$ cat src/rtl/wb_pkg.sv
// Shared definitions for the writeback/retire stage: bundle field positions,
// load-size encodings, queue-entry layout and queue occupancy states.
package wb_pkg;

    localparam int WB_BUNDLE_W = 135;

    localparam int B_REGWRITE = 134;
    localparam int B_MEMTOREG = 133;
    localparam int B_LINK     = 132;
    localparam int B_LSIZE_HI = 131;
    localparam int B_LSIZE_LO = 130;
    localparam int B_LSIGNED  = 129;
    localparam int B_RD_HI    = 128;
    localparam int B_RD_LO    = 124;
    localparam int B_ALU_HI   = 123;
    localparam int B_ALU_LO   = 92;
    localparam int B_MEM_HI   = 91;
    localparam int B_MEM_LO   = 60;
    localparam int B_PC4_HI   = 59;
    localparam int B_PC4_LO   = 28;
    localparam int B_RSVD_HI  = 27;

    typedef enum logic [1:0] {
        LS_BYTE = 2'b00,
        LS_HALF = 2'b01,
        LS_WORD = 2'b10
    } load_size_e;

    typedef struct packed {
        logic        we;
        logic [4:0]  rd;
        logic [31:0] data;
    } wb_entry_t;

    typedef enum logic [1:0] {
        EMPTY = 2'd0,
        ONE   = 2'd1,
        FULL  = 2'd2
    } q_state_e;

endpackage

$ cat src/rtl/wb_retire_unit_if.sv
// MEM/WB input handshake, register-file write port and forwarding lookup,
// bundled so the producer/arbiter side and the retire unit share one port.
interface wb_retire_unit_if #(
    parameter int BUNDLE_W = wb_pkg::WB_BUNDLE_W
);
    logic [BUNDLE_W-1:0] in;
    logic                in_valid;
    logic                in_ready;
    logic                rf_we;
    logic [4:0]          rf_waddr;
    logic [31:0]         rf_wdata;
    logic                rf_gnt;
    logic [4:0]          fwd_raddr;
    logic                fwd_hit;
    logic [31:0]         fwd_data;

    modport master (
        output in, in_valid, rf_gnt, fwd_raddr,
        input  in_ready, rf_we, rf_waddr, rf_wdata, fwd_hit, fwd_data
    );

    modport slave (
        input  in, in_valid, rf_gnt, fwd_raddr,
        output in_ready, rf_we, rf_waddr, rf_wdata, fwd_hit, fwd_data
    );
endinterface

$ cat src/rtl/wb_load_align.sv
// Combinational load extraction: picks the byte/half/word addressed by the
// low address bits and sign- or zero-extends it to 32 bits.
module wb_load_align
    import wb_pkg::*;
(
    input  logic [31:0] mem_data,
    input  logic [1:0]  offset,
    input  logic [1:0]  load_size,
    input  logic        load_signed,
    output logic [31:0] data
);
    logic [7:0]  byte_sel;
    logic [15:0] half_sel;

    always_comb begin
        byte_sel = mem_data[{offset, 3'b000} +: 8];
        half_sel = mem_data[{offset[1], 4'b0000} +: 16];
        data     = mem_data;
        case (load_size)
            LS_BYTE: data = {{24{load_signed & byte_sel[7]}}, byte_sel};
            LS_HALF: data = {{16{load_signed & half_sel[15]}}, half_sel};
            LS_WORD, 2'b11: data = mem_data;
            default: data = mem_data;
        endcase
    end
endmodule

$ cat src/rtl/wb_retire_unit.sv
// Writeback/retire stage: two-entry pending-write queue draining to the shared
// register-file port, with forwarding search. WB_RETIRE_CNT_EN adds retire_count.
module wb_retire_unit
    import wb_pkg::*;
#(
    parameter int DEPTH    = 2,
    parameter int BUNDLE_W = WB_BUNDLE_W
) (
    input  logic        Clk,
    input  logic        Rst_n,
`ifdef WB_RETIRE_CNT_EN
    output logic [31:0] retire_count,
`endif
    wb_retire_unit_if.slave bus
);
    logic [BUNDLE_W-1:0] bundle;
    logic                reg_write;
    logic                mem_to_reg;
    logic                link;
    logic [1:0]          load_size;
    logic                load_signed;
    logic [4:0]          rd;
    logic [31:0]         alu_result;
    logic [31:0]         mem_data;
    logic [31:0]         pc_plus4;
    logic [31:0]         load_data;
    wb_entry_t           new_entry;

    assign bundle      = bus.in;
    assign reg_write   = bundle[B_REGWRITE];
    assign mem_to_reg  = bundle[B_MEMTOREG];
    assign link        = bundle[B_LINK];
    assign load_size   = bundle[B_LSIZE_HI:B_LSIZE_LO];
    assign load_signed = bundle[B_LSIGNED];
    assign rd          = bundle[B_RD_HI:B_RD_LO];
    assign alu_result  = bundle[B_ALU_HI:B_ALU_LO];
    assign mem_data    = bundle[B_MEM_HI:B_MEM_LO];
    assign pc_plus4    = bundle[B_PC4_HI:B_PC4_LO];

    wire unused_reserved = &{1'b0, bundle[B_RSVD_HI:0]};

    wb_load_align u_load_align (
        .mem_data    (mem_data),
        .offset      (alu_result[1:0]),
        .load_size   (load_size),
        .load_signed (load_signed),
        .data        (load_data)
    );

    // Writes to x0 are demoted to no-write entries so they drain without a grant.
    always_comb begin
        new_entry.we   = reg_write && (rd != 5'd0);
        new_entry.rd   = rd;
        new_entry.data = alu_result;
        if (link)
            new_entry.data = pc_plus4;
        else if (mem_to_reg)
            new_entry.data = load_data;
    end

    q_state_e         state_reg;
    q_state_e         state_next;
    wb_entry_t        entry_reg [DEPTH];
    logic [DEPTH-1:0] slot_valid;
    logic             in_ready_int;
    logic             head_valid;
    logic             push;
    logic             pop;

    assign push = bus.in_valid && in_ready_int;
    assign pop  = head_valid && (!entry_reg[0].we || bus.rf_gnt);

    always_ff @(posedge Clk or negedge Rst_n) begin
        if (!Rst_n)
            state_reg <= EMPTY;
        else
            state_reg <= state_next;
    end

    always_comb begin
        state_next = state_reg;
        case (state_reg)
            EMPTY: if (push) state_next = ONE;
            ONE: begin
                if (push && !pop)
                    state_next = FULL;
                else if (pop && !push)
                    state_next = EMPTY;
            end
            FULL:    if (pop) state_next = ONE;
            default: state_next = EMPTY;
        endcase
    end

    // in_ready depends only on occupancy, never on rf_gnt, so a FULL queue
    // refuses input even on the edge its head retires.
    always_comb begin
        slot_valid   = '0;
        in_ready_int = 1'b0;
        head_valid   = 1'b0;
        case (state_reg)
            EMPTY: in_ready_int = Rst_n;
            ONE: begin
                slot_valid   = 2'b01;
                head_valid   = 1'b1;
                in_ready_int = Rst_n;
            end
            FULL: begin
                slot_valid = 2'b11;
                head_valid = 1'b1;
            end
            default: ;
        endcase
    end

    // Slot 0 is always the head; slot 1 holds the younger entry when FULL.
    always_ff @(posedge Clk or negedge Rst_n) begin
        if (!Rst_n) begin
            for (int i = 0; i < DEPTH; i++)
                entry_reg[i] <= '0;
        end else begin
            case (state_reg)
                EMPTY: if (push) entry_reg[0] <= new_entry;
                ONE: begin
                    if (push && pop)
                        entry_reg[0] <= new_entry;
                    else if (push)
                        entry_reg[1] <= new_entry;
                end
                FULL:    if (pop) entry_reg[0] <= entry_reg[1];
                default: ;
            endcase
        end
    end

    assign bus.in_ready = in_ready_int;
    assign bus.rf_we    = head_valid && entry_reg[0].we;
    assign bus.rf_waddr = head_valid ? entry_reg[0].rd : 5'd0;
    assign bus.rf_wdata = head_valid ? entry_reg[0].data : 32'd0;

    logic [DEPTH-1:0] fwd_match;
    logic [31:0]      fwd_data_int;

    genvar gi;
    generate
        for (gi = 0; gi < DEPTH; gi++) begin : g_fwd
            assign fwd_match[gi] = slot_valid[gi] && entry_reg[gi].we &&
                                   (entry_reg[gi].rd == bus.fwd_raddr) &&
                                   (bus.fwd_raddr != 5'd0);
        end
    endgenerate

    // Higher slot index is younger, so later matches overwrite earlier ones.
    always_comb begin
        fwd_data_int = 32'd0;
        for (int i = 0; i < DEPTH; i++)
            if (fwd_match[i])
                fwd_data_int = entry_reg[i].data;
    end

    assign bus.fwd_hit  = |fwd_match;
    assign bus.fwd_data = fwd_data_int;

`ifdef WB_RETIRE_CNT_EN
    logic [31:0] retire_count_reg;

    always_ff @(posedge Clk or negedge Rst_n) begin
        if (!Rst_n)
            retire_count_reg <= 32'd0;
        else if (pop)
            retire_count_reg <= retire_count_reg + 32'd1;
    end

    assign retire_count = retire_count_reg;
`endif

endmodule

$ cat src/flat_wrapper.sv
// flat-port wrapper written by rule: the top's interface ports become plain ports
module wb_retire_unit_flat import wb_pkg::*;
#(
    parameter int DEPTH    = 2,
    parameter int BUNDLE_W = WB_BUNDLE_W
)
  (Clk, Rst_n, bus_in, bus_in_valid, bus_rf_gnt, bus_fwd_raddr, bus_in_ready, bus_rf_we, bus_rf_waddr, bus_rf_wdata, bus_fwd_hit, bus_fwd_data);
  wb_retire_unit_if #(.BUNDLE_W(BUNDLE_W)) bus_i ();
  input  logic Clk;
  input  logic Rst_n;
  input wire logic [$bits(bus_i.in)-1:0] bus_in;
  input wire logic [$bits(bus_i.in_valid)-1:0] bus_in_valid;
  input wire logic [$bits(bus_i.rf_gnt)-1:0] bus_rf_gnt;
  input wire logic [$bits(bus_i.fwd_raddr)-1:0] bus_fwd_raddr;
  output wire logic [$bits(bus_i.in_ready)-1:0] bus_in_ready;
  output wire logic [$bits(bus_i.rf_we)-1:0] bus_rf_we;
  output wire logic [$bits(bus_i.rf_waddr)-1:0] bus_rf_waddr;
  output wire logic [$bits(bus_i.rf_wdata)-1:0] bus_rf_wdata;
  output wire logic [$bits(bus_i.fwd_hit)-1:0] bus_fwd_hit;
  output wire logic [$bits(bus_i.fwd_data)-1:0] bus_fwd_data;
  assign bus_i.in = bus_in;
  assign bus_i.in_valid = bus_in_valid;
  assign bus_i.rf_gnt = bus_rf_gnt;
  assign bus_i.fwd_raddr = bus_fwd_raddr;
  assign bus_in_ready = bus_i.in_ready;
  assign bus_rf_we = bus_i.rf_we;
  assign bus_rf_waddr = bus_i.rf_waddr;
  assign bus_rf_wdata = bus_i.rf_wdata;
  assign bus_fwd_hit = bus_i.fwd_hit;
  assign bus_fwd_data = bus_i.fwd_data;
  wb_retire_unit #(.DEPTH(DEPTH), .BUNDLE_W(BUNDLE_W)) u_core (.Clk(Clk), .Rst_n(Rst_n), .bus(bus_i));
endmodule
$ cat config.mk
export PLATFORM = sky130hd
export DESIGN_NAME = wb_retire_unit_flat
export DESIGN_NICKNAME = d
export VERILOG_FILES = /design/src/rtl/wb_pkg.sv /design/src/rtl/wb_retire_unit_if.sv /design/src/rtl/wb_load_align.sv /design/src/rtl/wb_retire_unit.sv /design/src/flat_wrapper.sv
export SDC_FILE = /design/constraint.sdc
export NUM_CORES = 1
export LEC_CHECK = 0
export CAP_MARGIN = 40
export CORE_MARGIN = 8
export CORE_UTILIZATION = 30
export DETAILED_ROUTE_END_ITERATION = 8
export SLEW_MARGIN = 20
export SYNTH_ARGS = -nofsm -noshare
export SYNTH_HDL_FRONTEND = slang
export SYNTH_SLANG_ARGS = --single-unit
$ cat constraint.sdc
create_clock -name Clk -period 5.6 [get_ports Clk]
set_input_delay 1.12 -clock Clk [delete_from_list [all_inputs] [get_ports Clk]]
set_output_delay 1.12 -clock Clk [all_outputs]
set_load 0.02 [all_outputs]
* Word level (Yosys, flattened, before mapping)
Cells that the tools add are included.
Widths: inputs -> output; s select.
** Storage, ports and cells
- Bits in registers :: 78
- Bits of input ports :: 144
- Output and inout port bits :: 72
- Logic and storage cells :: 71
** Operators by class
- Equality and inequality tests :: 11
- Shifts and indexed selects :: 2
- Mux-type cells :: 19
- Bitwise gates (word level) :: 3
- Reduce and logical (&&, ||, !) cells :: 29
** Operators by type and width (count)
- $mux 32 :: 5
- $mux 38 :: 3
- $pmux 38 s3 :: 1
- $pmux 32 s3 :: 1
- $shiftx 32x6->16 :: 1
- $shiftx 32x6->8 :: 1
- $logic_and 1x1->1 :: 13
- $eq 5x5->1 :: 2
- $reduce_bool 5->1 :: 2
- $mux 2 :: 4
- $reduce_or 2->1 :: 4
- $eq 2x2->1 const B :: 3
- $ne 2x1->1 const B :: 3
- $pmux 2 s3 :: 1
- $reduce_and 3->1 :: 2
- $mux 5 :: 1
- $eq 2x1->1 const B :: 2
- $logic_not 2->1 :: 2
- $pmux 2 s2 :: 1
- $reduce_and 4->1 :: 1
- $logic_not 1->1 :: 3
- $ne 3x1->1 const B :: 1
- $reduce_bool 3->1 :: 1
- $and 1x1->1 :: 2
- 3 further kinds :: 4

* Logic depth before layout (Yosys ltp)
Gate-level depths: netlist (run 1).
- Depth after elaboration :: 9
- Depth in mapped cells :: 13
- Gate-level depth less buffers :: 10

* Hierarchy
Synthesis (run 1) repeated with hierarchy kept, for this count alone.
** Second synthesis, totals
- Cell total of the unflattened synthesis :: 723
- Area, all modules :: 6219.7 um2
** By module, submodules not included
- wb_retire_unit :: instances 1, cells an instance 624, area each 5515.3 um2, sequential area each 1951.9 um2
- wb_load_align :: instances 1, cells an instance 99, area each 704.4 um2, sequential area each 0.0 um2

* Least setup slack after synthesis (run 1)
No wires, ideal clock.
- Kind :: input to output
- Start point :: input bus_fwd_raddr[1]
- End point :: output bus_fwd_data[11]
- Arrival time :: 2.685 ns
- Required time :: 4.480 ns
- Path slack :: 1.795 ns
- Stages on the path :: 6
- Path buffers :: 2
- Cells stage by stage :: or4_1 nor2_2 nor3_1 buf_4 buf_2 o21ai_0
** On the way
- Word-level cells in the longest chain between the ends :: 5
- Elaborated cells on any way between the ends :: 9
- Those cells by class :: eq/ne: 2; mux: 2; reduce/logical: 5
** Ends and longest elaborated chain
- start: declaration :: line flat_wrapper.sv:14 : input wire logic [$bits(bus_i.fwd_raddr)-1:0] bus_fwd_raddr;
- $eq 5x5->1 :: line wb_retire_unit.sv:148 : (entry_reg[gi].rd == bus.fwd_raddr) &&
- $logic_and 1x1->1 :: line wb_retire_unit.sv:147 : assign fwd_match[gi] = slot_valid[gi] && entry_reg[gi].we &&
- $logic_and 1x1->1 :: line wb_retire_unit.sv:148
- $mux 32 :: line wb_retire_unit.sv:157 : if (fwd_match[i])
- $mux 32 (*) :: line wb_retire_unit.sv:157
- end: declaration :: line flat_wrapper.sv:20 : output wire logic [$bits(bus_i.fwd_data)-1:0] bus_fwd_data;
Every way passes the cells marked *; elsewhere a longest branch is shown, timed or not.

* Worst setup path after layout (run 1)
- Start point :: input bus_fwd_raddr[2]
- End point :: output bus_fwd_data[18]
Same word-level chain as after synthesis.

==> results of run 1 <==
[tightest hold or removal path: cells and delay by family, from the launching register on]
| kind | cells | cell delay [ns] |
|---|---|---|
| compound gates | 1 | 0.06 |
| flops | 1 | 0.35 |
| simple gates | 1 | 0.05 |
[path summary, 6_finish.rpt]
check | from | end | slack, ns
worst max register to register | u_core.state_reg[0]$_DFFE_PN0P_ | u_core.entry_reg[65]$_DFFE_PN0P_ | 2.18
worst max-delay path | bus_fwd_raddr[2] | bus_fwd_data[18] | 0.78
max in group asynchronous | Rst_n | u_core.entry_reg[57]$_DFFE_PN0P_ | 4.13
min in group asynchronous | Rst_n | u_core.entry_reg[72]$_DFFE_PN0P_ | 0.89
worst min-delay path | u_core.entry_reg[16]$_DFFE_PN0P_ | u_core.entry_reg[16]$_DFFE_PN0P_ | 0.50
worst min register to register | u_core.entry_reg[16]$_DFFE_PN0P_ | u_core.entry_reg[16]$_DFFE_PN0P_ | 0.50
[per-layer routing]
layer / part of all wire (%) / wire [um] / global-route usage, % / vias to the layer above
li1: - / - / - / 2945
met1: 47 / 10260 / 24.82 / 2883
met2: 43 / 9420 / 25.67 / 238
met3: 8.0 / 1763 / 4.521 / 24
met4: 2.5 / 550 / 5.973 / 0
met5: 0 / 0 / 0 / -
[report_power, final]
part / internal, mW / total, mW / switching (mW)
clock: 0.401 / 0.621 / 0.220
sequential: 0.845 / 1.10 / 0.251
combinational: 0.952 / 2.18 / 1.23
[logic make-up after synthesis]
group / Yosys count / share of synthesized area [%]
AOI/OAI and AO/OA: 264 / 30.85
xor gates and xnor gates: 10 / 1.509
adders and majority gates: 8 / 1.725
buffers and inverters: 74 / 5.950
DFF: 78 / 33.63
muxes: 10 / 1.746
and+or+nand+nor: 277 / 24.60
[layout make-up]
cell class                 instances  area (sq um)  area share (%)
inverter                           9         33.78          0.4115
sequential                        78          1952           23.78
clock inverter                     4         70.07          0.8535
multi-input combinational        569          3515           42.81
timing repair buffer             208          2061           25.10
clock buffer                      12         246.5           3.003
tap                              265         331.6           4.039
[cell usage in the layout, fill, tap and decap left out, types with 3 or more instances in the layout]
master,n
nand4_1,3
buf_4,16
a211oi_1,17
clkbuf_16,9
nor2b_1,21
o311ai_1,6
nand2_1,96
dfrtp_1,78
a21oi_1,8
and2_1,55
inv_1,7
a22oi_1,16
clkdlybuf4s50_1,184
or3_1,17
o21bai_1,4
nor3_1,5
o21ai_0,101
nand3_1,4
a22o_1,28
o211ai_1,3
o21ai_1,4
o31ai_1,6
and3b_1,8
o2111ai_1,8
mux2i_1,9
o22ai_1,16
o311ai_0,7
a221oi_1,22
o221ai_1,9
nor2_1,42
xnor2_1,8
ha_1,8
nand2b_1,10
[metrics by stage]
stage	instances	hold slack [ns]
finish	1145	0.4979
global route	1145	0.5248
CTS	1143	0.5083
global placement	1124	0.4844
floorplan	721	0.4638
detailed placement	1127	0.4950
==> metrics.yaml, run 1 <==
status: "finished, final reports clean"
cap_violations: 0
endpoint_kind: "output pin"
fillers: 1939
drtIter0Drc: 474
ys_seq_area_share_pct: 33.63
max_slew_margin_pct: 47.23
fin_area_sq_mm: 0.008209
layout.nets: 1027
min_period_over_period_pct: 86.07
die_y_um: 155.1
min_path_cells: 2
cp_cell_sequence: "clkdlybuf4s50_1 -> or4_1 -> nor2_2 -> nor3_2 -> nor2b_4 -> buf_12 -> a22o_1 -> clkdlybuf4s50_1"
rsz0062_at_grt: "no"
critPathMaxStageDelay_ns: 0.61
die_area_sq_mm: 0.02405
grt_pass1_vias: 5751
yosysTopAreaCell: "dfrtp_1"
setup_slack_ns: 0.7802
io-pin-count: 216
post-place-ws_ns: 0.7564
yosysMostFrequentCell: "o21ai_0"
drc_errors: 0
synth_edf_count: 0
dpl.hpwl_um: 16510
hp-class: "register to register"
tightest_slew_ns: 0.7817
syn_area_sq_mm: 0.005804
hold_violations: 0
fmax_mhz: 207.5
path_depth: 8
areaGrowthSynthToFinish_pct: 41.43
p_total_mw: 3.900
ys_top_cells_by_count: "o21ai_0 (101), nand2_1 (97), dfrtp_1 (78)"
cts_sinks: 78
ys_async_sr_fraction_pct: 100.0
clock-root-buffer: "clkbuf_16"
die_w_um: 155.1
ys_warn_count: 0
utilization_pct: 42.74
grt_max_degree: 50
setup_viol: 0
start_util_pct: 30.22
yosysTopAreaCellShare_pct: 33.63
tritoncts: "yes"
overflow: 0
drive_above_1_share_pct: 5.682
finClkSkew_ns: 0.005009
first_pass_iters: 5
cp_slowest_cell: "clkdlybuf4s50_1"
synth_nets: 873
vias: 6090
cp-start-kind: "input port"
crit_required_ns: 4.48
worstSetupPathType: "input port to output pin"
synth_seq_cells: 78
ir_drop_uv: 211.0
n_antenna_cell: 0
p_leak_nw: 3.175
cp_num_buf_inv: 3
wl_um: 22000
h-tree-depth: 3
wl_per_cell_um: 19.21
path_clk_slew_ns: 0.05
cts_buffers: 9
crit_top_cell: "clkdlybuf4s50_1"
critPathArrivalTime_ns: 3.70
synthTopCellsByArea: "dfrtp_1 (34%), o21ai_0 (8.7%), nand2_1 (6.3%)"
clock_path_buffers: 2
cts.repair.resized: 0
antenna_found_initial: 0
routabilityCongestion: 0.8460
r2r_cells: 13
clock_latency_ns: 0.33
fin_crit_ns: 4.820
synth_cells: 721
grt_usage_pct: 17.66
portBuffers: 187
setup-tns-final_ns: 0
placed_area_sq_mm: 0.007875
syn_area_per_cell_sq_um: 8.050
antenna_left: 0
crit_fanout: 18
cts_setup_buffers: 0
postCtsHoldBufs: 0
cp_top_family: "buffers and inverters"
final_max_slew_viol_count: 0
grt_pass1_wl_um: 33730
post_drt_via_cell_ratio: 5.319
power_density_mw_per_mm2: 475.1
synthDistinctLibCells: 57
core_sq_mm: 0.01921
rows: 51
largest_reg_flops: 76
synth_ff_type: "dfrtp_1"
No activity file was read; power rests on OpenSTA's default activity.
==> inputs of run 2 (changes only) <==
CORE_UTILIZATION = 49   (was 30)
PLACE_DENSITY = 0.87   (was default)
==> run 2 against run 1 <==
  * Highest routed layer unchanged
  * Register-to-register slack gained 0.03 ns
  * Sequential cell count is the same
  * Combinational power grew 4%
  * Cell count shrank 11%
  * First-iteration DRC count grew 27%
  * Via count grew 5.2%
  * Critical endpoint is now bus_fwd_data[7]
  * Wire length shrank 2.5%
  * Worst setup slack lost 0.14 ns
  * Count of clock-buffer cells in the layout shrank 1
  * Non-clock buffer count shrank 2
  * Sequential power is essentially flat
  * Die area shrank 35%
==> metrics.yaml, run 2 (synthesis gave the netlist of run 1 again) <==
cts_buffers: 9
fin_crit_ns: 4.959
final_cells: 1021
tightest_slew_ns: 0.9461
overflow: 0
drive_above_1_share_pct: 5.923
postCtsHoldBufs: 0
cp-start-kind: "input port"
critPathArrivalTime_ns: 3.84
finClkSkew_ns: 0.007352
clock-root-buffer: "clkbuf_16"
final_max_slew_viol_count: 0
whs_ns: 0.5019
io-pin-count: 216
path_clk_slew_ns: 0.06
vias: 6405
drc_errors: 0
routabilityCongestion: 0.8941
cts_sinks: 78
clock_path_buffers: 2
fillers: 937
power_density_mw_per_mm2: 484.5
cap_violations: 0
dpl.hpwl_um: 15750
wl_um: 21460
endpoint_kind: "output pin"
worstSetupPathType: "input port to output pin"
layout.nets: 1025
layout_common_cells: "clkdlybuf4s50_1 (184), o21ai_0 (101), nand2_1 (96)"
crit_fanout: 15
clock_latency_ns: 0.34
fmax_mhz: 201.6
fin_area_sq_mm: 0.008045
h-tree-depth: 3
tritoncts: "yes"
portBuffers: 187
min_path_cells: 2
final_common_cell: "clkdlybuf4s50_1"
drtIter0Drc: 600
grt_pass1_wl_um: 33580
p_total_mw: 3.898
wl_per_cell_um: 21.02
antenna_found_initial: 0
crit_required_ns: 4.48
die_area_sq_mm: 0.01558
first_pass_iters: 5
cts_setup_buffers: 0
die_w_um: 124.8
die_y_um: 124.8
hp-class: "register to register"
grt_usage_pct: 26.14
grt_pass1_vias: 6244
rows: 39
start_util_pct: 50.62
cts.repair.resized: 0
status: "finished, final reports clean"
grt_max_degree: 55
post_drt_via_cell_ratio: 6.273
antenna_left: 0
p_leak_nw: 3.157
min_period_over_period_pct: 88.56
r2r_cells: 13
ir_drop_uv: 584.8
n_antenna_cell: 0
rsz0062_at_grt: "no"
max_slew_margin_pct: 36.13
hold_violations: 0
largest_reg_flops: 76
areaGrowthSynthToFinish_pct: 38.61
setup_viol: 0
placed_area_sq_mm: 0.007726
setup-tns-final_ns: 0
core_sq_mm: 0.01147
dp.cells: 1003
==> run 2: cell types whose count changed in the layout (fill, tap and decap cells not counted), moves of 2 or more <==
cell / delta
buf_4: -3
bufinv_16: -2
buf_6: +2
clkbuf_1: -2
clkinvlp_4: +2
buf_16: +2
==> run 2: final timing paths <==
kind / from / end / slack [ns]
worst max-delay path: bus_fwd_raddr[2] / bus_fwd_data[7] / 0.64
min in group asynchronous: Rst_n / u_core.entry_reg[16]$_DFFE_PN0P_ / 0.86
worst max register to register: u_core.state_reg[1]$_DFFE_PN0P_ / u_core.entry_reg[58]$_DFFE_PN0P_ / 2.21
worst min register to register: u_core.entry_reg[25]$_DFFE_PN0P_ / u_core.entry_reg[25]$_DFFE_PN0P_ / 0.50
worst min-delay path: u_core.entry_reg[25]$_DFFE_PN0P_ / u_core.entry_reg[25]$_DFFE_PN0P_ / 0.50
max in group asynchronous: Rst_n / u_core.entry_reg[1]$_DFFE_PN0P_ / 4.17
==> run 2: final cells by class <==
cell class	instances	area [sq um]	area share, %
timing repair buffer	206	2079	25.85
multi-input combinational	569	3515	43.69
inverter	9	33.78	0.4199
clock inverter	5	33.78	0.4199
sequential	78	1952	24.26
tap	143	178.9	2.224
clock buffer	11	252.7	3.142
==> run 2: worst max-delay path: stages <==
cell	delay (ns)
clkdlybuf4s50_1	0.56
or4_1	0.16
nor2_2	0.05
nor4_2	0.26
buf_4	0.21
nor2b_4	0.46
buf_12	0.21
a22o_1	0.17
clkdlybuf4s50_1	0.62
==> run 2: routing by layer <==
metal	vias up	GRT usage [%]	routed length, um
met4	0	9.244	497
met2	351	43.70	10440
met5	-	0	0
li1	2948	-	-
met3	29	5.787	1752
met1	3077	32.36	8770
==> run 2: stage by stage <==
stage	util, %	setup WS [ns]
detailed placement	67.38	0.6964
global placement	66.70	0.7072
finish	70.16	0.6407
global route	70.16	0.5275
CTS	69.87	0.6687
floorplan	-	1.795
==> run 2: power by group <==
| group | leakage [nW] | internal, mW | switching, mW |
|---|---|---|---|
| Combinational | 2.07 | 0.968 | 1.29 |
| Clock | 0.138 | 0.323 | 0.230 |
| Sequential | 0.951 | 0.845 | 0.242 |
| Total | 3.16 | 2.14 | 1.76 |
==> inputs of run 3 (changes only) <==
GPL_ROUTABILITY_DRIVEN = 0   (was default)
==> run 3 against run 2 <==
  * Wire length down 2.9%
  * Via count about the same
  * Sequential power about the same
  * Critical path type unchanged
  * Critical endpoint unchanged
==> metrics.yaml, run 3 (synthesis gave the netlist of run 1 again) <==
endpoint_kind: "output pin"
whs_ns: 0.5087
max_slew_margin_pct: 41.05
layout_common_cells: "clkdlybuf4s50_1 (184), o21ai_0 (101), nand2_1 (96)"
cts_sinks: 78
fmax_mhz: 200.0
cp_cell_sequence: "clkdlybuf4s50_1 -> or4_1 -> nor2_2 -> nor4_2 -> buf_4 -> nor2b_4 -> buf_12 -> a22o_1 -> clkdlybuf4s50_1"
final_common_cell: "clkdlybuf4s50_1"
die_y_um: 124.8
power.net_switching_mw: 1.749
ir_drop_uv: 553.8
rrSetupSlack_ns: 1.74
min_path_cells: 2
antenna_found_initial: 0
h-tree-depth: 3
pwr-share-comb_pct: 56.0
grt_pass1_wl_um: 32760
power_frac_clock_pct: 16.7
worstSetupPathType: "input port to output pin"
dpl.hpwl_um: 15280
rows: 39
dp.cells: 1002
setup_viol: 0
largest_reg_flops: 76
first_pass_iters: 6
crit_fanout: 15
hp-start: "u_core.entry_reg[42]$_DFFE_PN0P_"
grt_max_degree: 55
grt_usage_pct: 25.27
drive_above_1_share_pct: 5.486
drc_errors: 0
layout.nets: 1023
wl_um: 20830
fin_crit_ns: 5.000
tritoncts: "yes"
portBuffers: 187
overflow: 0
postCtsHoldBufs: 0
cp_top_family: "buffers and inverters"
finClkSkew_ns: 0.007124
fillers: 844
p_int_mw: 2.247
final_cells: 1018
final_max_slew_viol_count: 0
cts_setup_buffers: 0
vias: 6402
clock_latency_ns: 0.34
worstHoldEndpoint: "u_core.entry_reg[42]$_DFFE_PN0P_"
critPathArrivalTime_ns: 3.88
setup-tns-final_ns: 0
cts_buffers: 9
crit_required_ns: 4.48
r2r_start: "u_core.state_reg[0]$_DFFE_PN0P_"
n_antenna_cell: 0
areaGrowthSynthToFinish_pct: 39.21
core_sq_mm: 0.01147
cp_slowest_cell: "clkdlybuf4s50_1"
r2r_cells: 13
path_clk_slew_ns: 0.06
rsz0062_at_grt: "no"
antenna_left: 0
cp_num_buf_inv: 4
hold_violations: 0
cp-startpoint: "bus_fwd_raddr[2]"
drtIter0Drc: 540
cap_violations: 0
wl_per_cell_um: 20.46
post_drt_via_cell_ratio: 6.289
critPathMaxStageDelay_ns: 0.63
clock_path_buffers: 2
rr_endpoint: "u_core.entry_reg[51]$_DFFE_PN0P_"
p_leak_nw: 3.175
placed_area_sq_mm: 0.007715
min_period_over_period_pct: 89.29
cts.repair.resized: 0
fin_area_sq_mm: 0.008080
io-pin-count: 216
crit_top_cell: "clkdlybuf4s50_1"
clock-root-buffer: "clkbuf_16"
power_density_mw_per_mm2: 494.5
grt_pass1_vias: 6357
swShare_pct: 43.78
cp-start-kind: "input port"
die_area_sq_mm: 0.01558
status: "finished, final reports clean"
tightest_slew_ns: 0.8732
hp-class: "register to register"
start_util_pct: 50.62
p_seq_share_pct: 27.3
die_w_um: 124.8
-- run 3: power by group through the flow --
stage / combinational [mW] / clock (mW) / sequential [mW]
final: 2.24 / 0.668 / 1.09
after CTS: 2.22 / 0.667 / 1.08
after floorplan: 1.37 / 0 / 1.01
after detailed placement: 2.20 / 0 / 1.09
after global placement: 2.09 / 0 / 1.06
after global routing: 2.41 / 0.687 / 1.12
-- run 3: worst max path at each step --
stage,end,cells past startpoint,slack [ns]
2_1_floorplan,bus_fwd_data[11],6,1.80
3_3_place_gp,bus_fwd_data[7],8,0.72
3_5_place_dp,bus_fwd_data[7],9,0.66
4_1_cts,bus_fwd_data[7],9,0.66
5_1_grt,bus_fwd_data[7],9,0.53
6_report,bus_fwd_data[7],9,0.60
-- run 3: layout make-up --
type	instances	area, sq um	area share, %
timing repair buffer	204	2063	25.53
tap	143	178.9	2.214
sequential	78	1952	24.16
multi-input combinational	569	3515	43.50
clock buffer	11	242.7	3.004
clock inverter	4	95.09	1.177
inverter	9	33.78	0.4181
-- run 3: through the flow --
stage / util [%] / total power, mW / setup WS, ns
final: 70.46 / 3.996 / 0.5996
after global routing: 70.46 / 4.221 / 0.5290
after CTS: 70.22 / 3.971 / 0.6580
after detailed placement: 67.28 / 3.287 / 0.6604
after global placement: 66.63 / 3.157 / 0.7167
after floorplan: - / 2.382 / 1.795
-- run 3: metal layers --
layer | share of wire (%) | global-route usage, % | wire length, um
met5 | 0 | 0 | 0
met4 | 3.7 | 11.97 | 762
met3 | 9.2 | 6.128 | 1908
met2 | 47 | 41.47 | 9874
met1 | 40 | 30.51 | 8281
-- run 3: worst register-to-register path: stages (launching register included) --
cell and delay [ns]:
dfrtp_1 0.43, inv_1 0.12, ha_1 0.33, buf_4 0.25
o21ai_2 0.09, buf_4 0.32, clkinv_1 0.56, ha_1 0.41
nor2b_1 0.18, or3_1 0.15, buf_4 0.29, nor2_2 0.15
a22oi_1 0.23, o221ai_1 0.18
==> edit (flow settings as in run 2) <==
Re-encode `q_state_e` (3 states) as one-hot, 3 bits wide.
--- a/src/rtl/wb_pkg.sv
+++ b/src/rtl/wb_pkg.sv
@@ -34,6 +34,6 @@
 
-    typedef enum logic [1:0] {
-        EMPTY = 2'd0,
-        ONE   = 2'd1,
-        FULL  = 2'd2
+    typedef enum logic [2:0] {
+        EMPTY = 3'b001,
+        ONE   = 3'b010,
+        FULL  = 3'b100
     } q_state_e;
Formal check against the unedited RTL: no difference found for any inputs over 4 cycles, from zero or initial values and one cycle with Rst_n low; so few cycles prove little.
==> edit against run 2 <==
Sequential cell count grew 1; combinational power is 40% lower; synthesized area down 1.6%; critical path depth is 2 lower; setup slack improved by 180 ps; design area fell by 1.4%; power decreased by 21%; die area shrank 1.4%; routed wire length decreased by 6.0%; register-to-register slack improved by 210 ps; critical endpoint is now bus_fwd_data[22]; largest cell class unchanged; highest routed layer unchanged.
==> edit: results (changes against run 2) <==
* RR Startpoint: u_core.state_reg[1]
* Clock Tree Root: clkbuf_16
* Cell Area, Placed at 0.00761 sq mm (-1.5%)
* Global-route usage over all layers at 26.1% (about the same)
* DRT Wirelength at 20200 um (-6.0%)
* Fraction of registers with async set/reset at 100% (unchanged)
* Met1 Use GR at 32.7% (+0.39 points)
* Vias in the first global route at 6190 (-0.86%)
* Syn. warnings at 0 (unchanged)
* EDFF count, synth at 0 (unchanged)
* Max FFs per register at 76 (unchanged)
* Starting DRT DRC Count at 564 (-6.0%)
* Status: finished clean
* Layout cells sized above 1 at 6.55% (+0.63 points)
* Met2 usage at 42.1% (-1.6 points)
* LEAKAGE at 0.00323 uW (+2.5%)
* CTS H-tree lvls at 3 (unchanged)
* Sequential share of the synthesized area at 34.6% (+1.0 points)
* ANT cells at 0 (unchanged)
* First-pass GRT wire length at 31800 um (-5.4%)
* Number of port buffers at 187 (unchanged)
* # Post-CTS Setup Buffers at 0 (unchanged)
* Num CTS Buffers at 9 (unchanged)
* Vias per cell at 6.02 (-4.1%)
* Worst-Skew Late Latency at 340 ps (about the same)
* Worst clock skew at 7.09 ps (-0.266 ps)
* Final nets at 1042 (+1.7%)
* R2R depth at 11 (-2)
* Worst EP arrival at 3660 ps (-180 ps)
* Met3 Use GR at 6.62% (+0.83 points)
* Pin count of the biggest net entering global routing at 67 (+22%)
* Syn Nets at 897 (+2.7%)
* DRT Pass-1 Iters at 5 (unchanged)
* Post-cts resize count at 0 (unchanged)
* Crit-path max FO at 40 (+25)
* Worst-path clk slew at 60 ps (about the same)
* Hold WC Path Type: register to register
* Maximum vdd ir drop at 0.000242 V (-59%)
* CTS Buffer Depth at 2 (unchanged)
* Setup crit start: bus_fwd_raddr[1]
* Post-detail-place hpwl at 14900 um (-5.3%)
* Post-synth top cells: nand2_1 (149), dfrtp_1 (78), nor2_1 (60), o21ai_1 (59), o21ai_0 (47)
* Initial antenna violation count at 0 (unchanged)
* Worst hold stages at 1 (-1)
* Synth unique cells at 58 (+1.8%)
* Global placer's final weighted congestion at 0.862 (-3.6%)
* Synth area leaders: dfrtp_1 (34%), nand2_1 (9.8%), o21ai_1 (5.2%)
* Hold Startpoint: u_core.entry_reg[39]
* Worst-Margin Slew at 704 ps (-242 ps)
[edit: cell types whose count changed in the layout (fill, tap and decap cells not counted), sizes merged, moves of 17 or more]
cell and delta:
a221oi -17, a22o -28, and2 -36, and3 +39
nand2 +52, nor2b -17, o22ai +18, or3 -17
[edit: through the flow]
| step | instances | setup slack, ps | power (uW) | utilization [%] | hold WS [ps] |
|---|---|---|---|---|---|
| global placement | 1026 | 848 | 2380 | 66.3 | 481 |
| global route | 1044 | 706 | 3290 | 69.5 | 520 |
| floorplan | 751 | 1880 | 1960 | - | 464 |
| detailed placement | 1028 | 840 | 2450 | 66.6 | 490 |
| CTS | 1044 | 828 | 3080 | 69.5 | 503 |
| finish | 1044 | 822 | 3090 | 69.5 | 502 |
[edit: final timing paths]
kind / end / slack [ps]
worst max register to register: u_core.entry_reg[60] / 2420
worst min-delay path: u_core.entry_reg[39] / 500
min in group asynchronous: u_core.entry_reg[46] / 820
worst max-delay path: bus_fwd_data[22] / 820
max in group asynchronous: u_core.entry_reg[31] / 4200
worst min register to register: u_core.entry_reg[39] / 500
[edit: cell type report]
cell class	instances	area (sq um)
timing repair buffer	204	2020
sequential	79	1980
clock buffer	10	239
fill	970	3490
tap	143	179
clock inverter	6	83.8
multi-input combinational	597	3410
inverter	5	18.8
[edit: report_power, final]
part	switching [uW]	total, uW	internal (uW)	leakage, uW
logic	756	1350	596	0.00211
registers	248	1100	857	0.000965
clock network	232	633	401	0.000162
total	1240	3090	1850	0.00323
[edit: per-layer routing]
| layer | wire length, um | vias to the layer above |
|---|---|---|
| met3 | 2010 | 48 |
| met4 | 749 | 0 |
| met5 | 0 | - |
| li1 | - | 2969 |
| met1 | 8140 | 2950 |
| met2 | 9260 | 316 |
[edit: critical path, stage by stage]
cell and delay [ps]:
clkdlybuf4s50_1 470, or4_1 540, nor2_1 270, nor3_2 110
buf_4 270, o21ai_1 220, clkdlybuf4s50_1 640
[edit: kinds of logic (layout without fill, tap and decap cells)]
group	count (synthesis)	in the layout	synth area share [%]
compound gates	236	236	26.9
xor+xnor	13	13	1.99
fa+ha+maj	2	2	0.438
buf+inv	75	225	5.89
flops	79	79	34.6
mux	15	15	2.65
simple gates	331	331	27.5
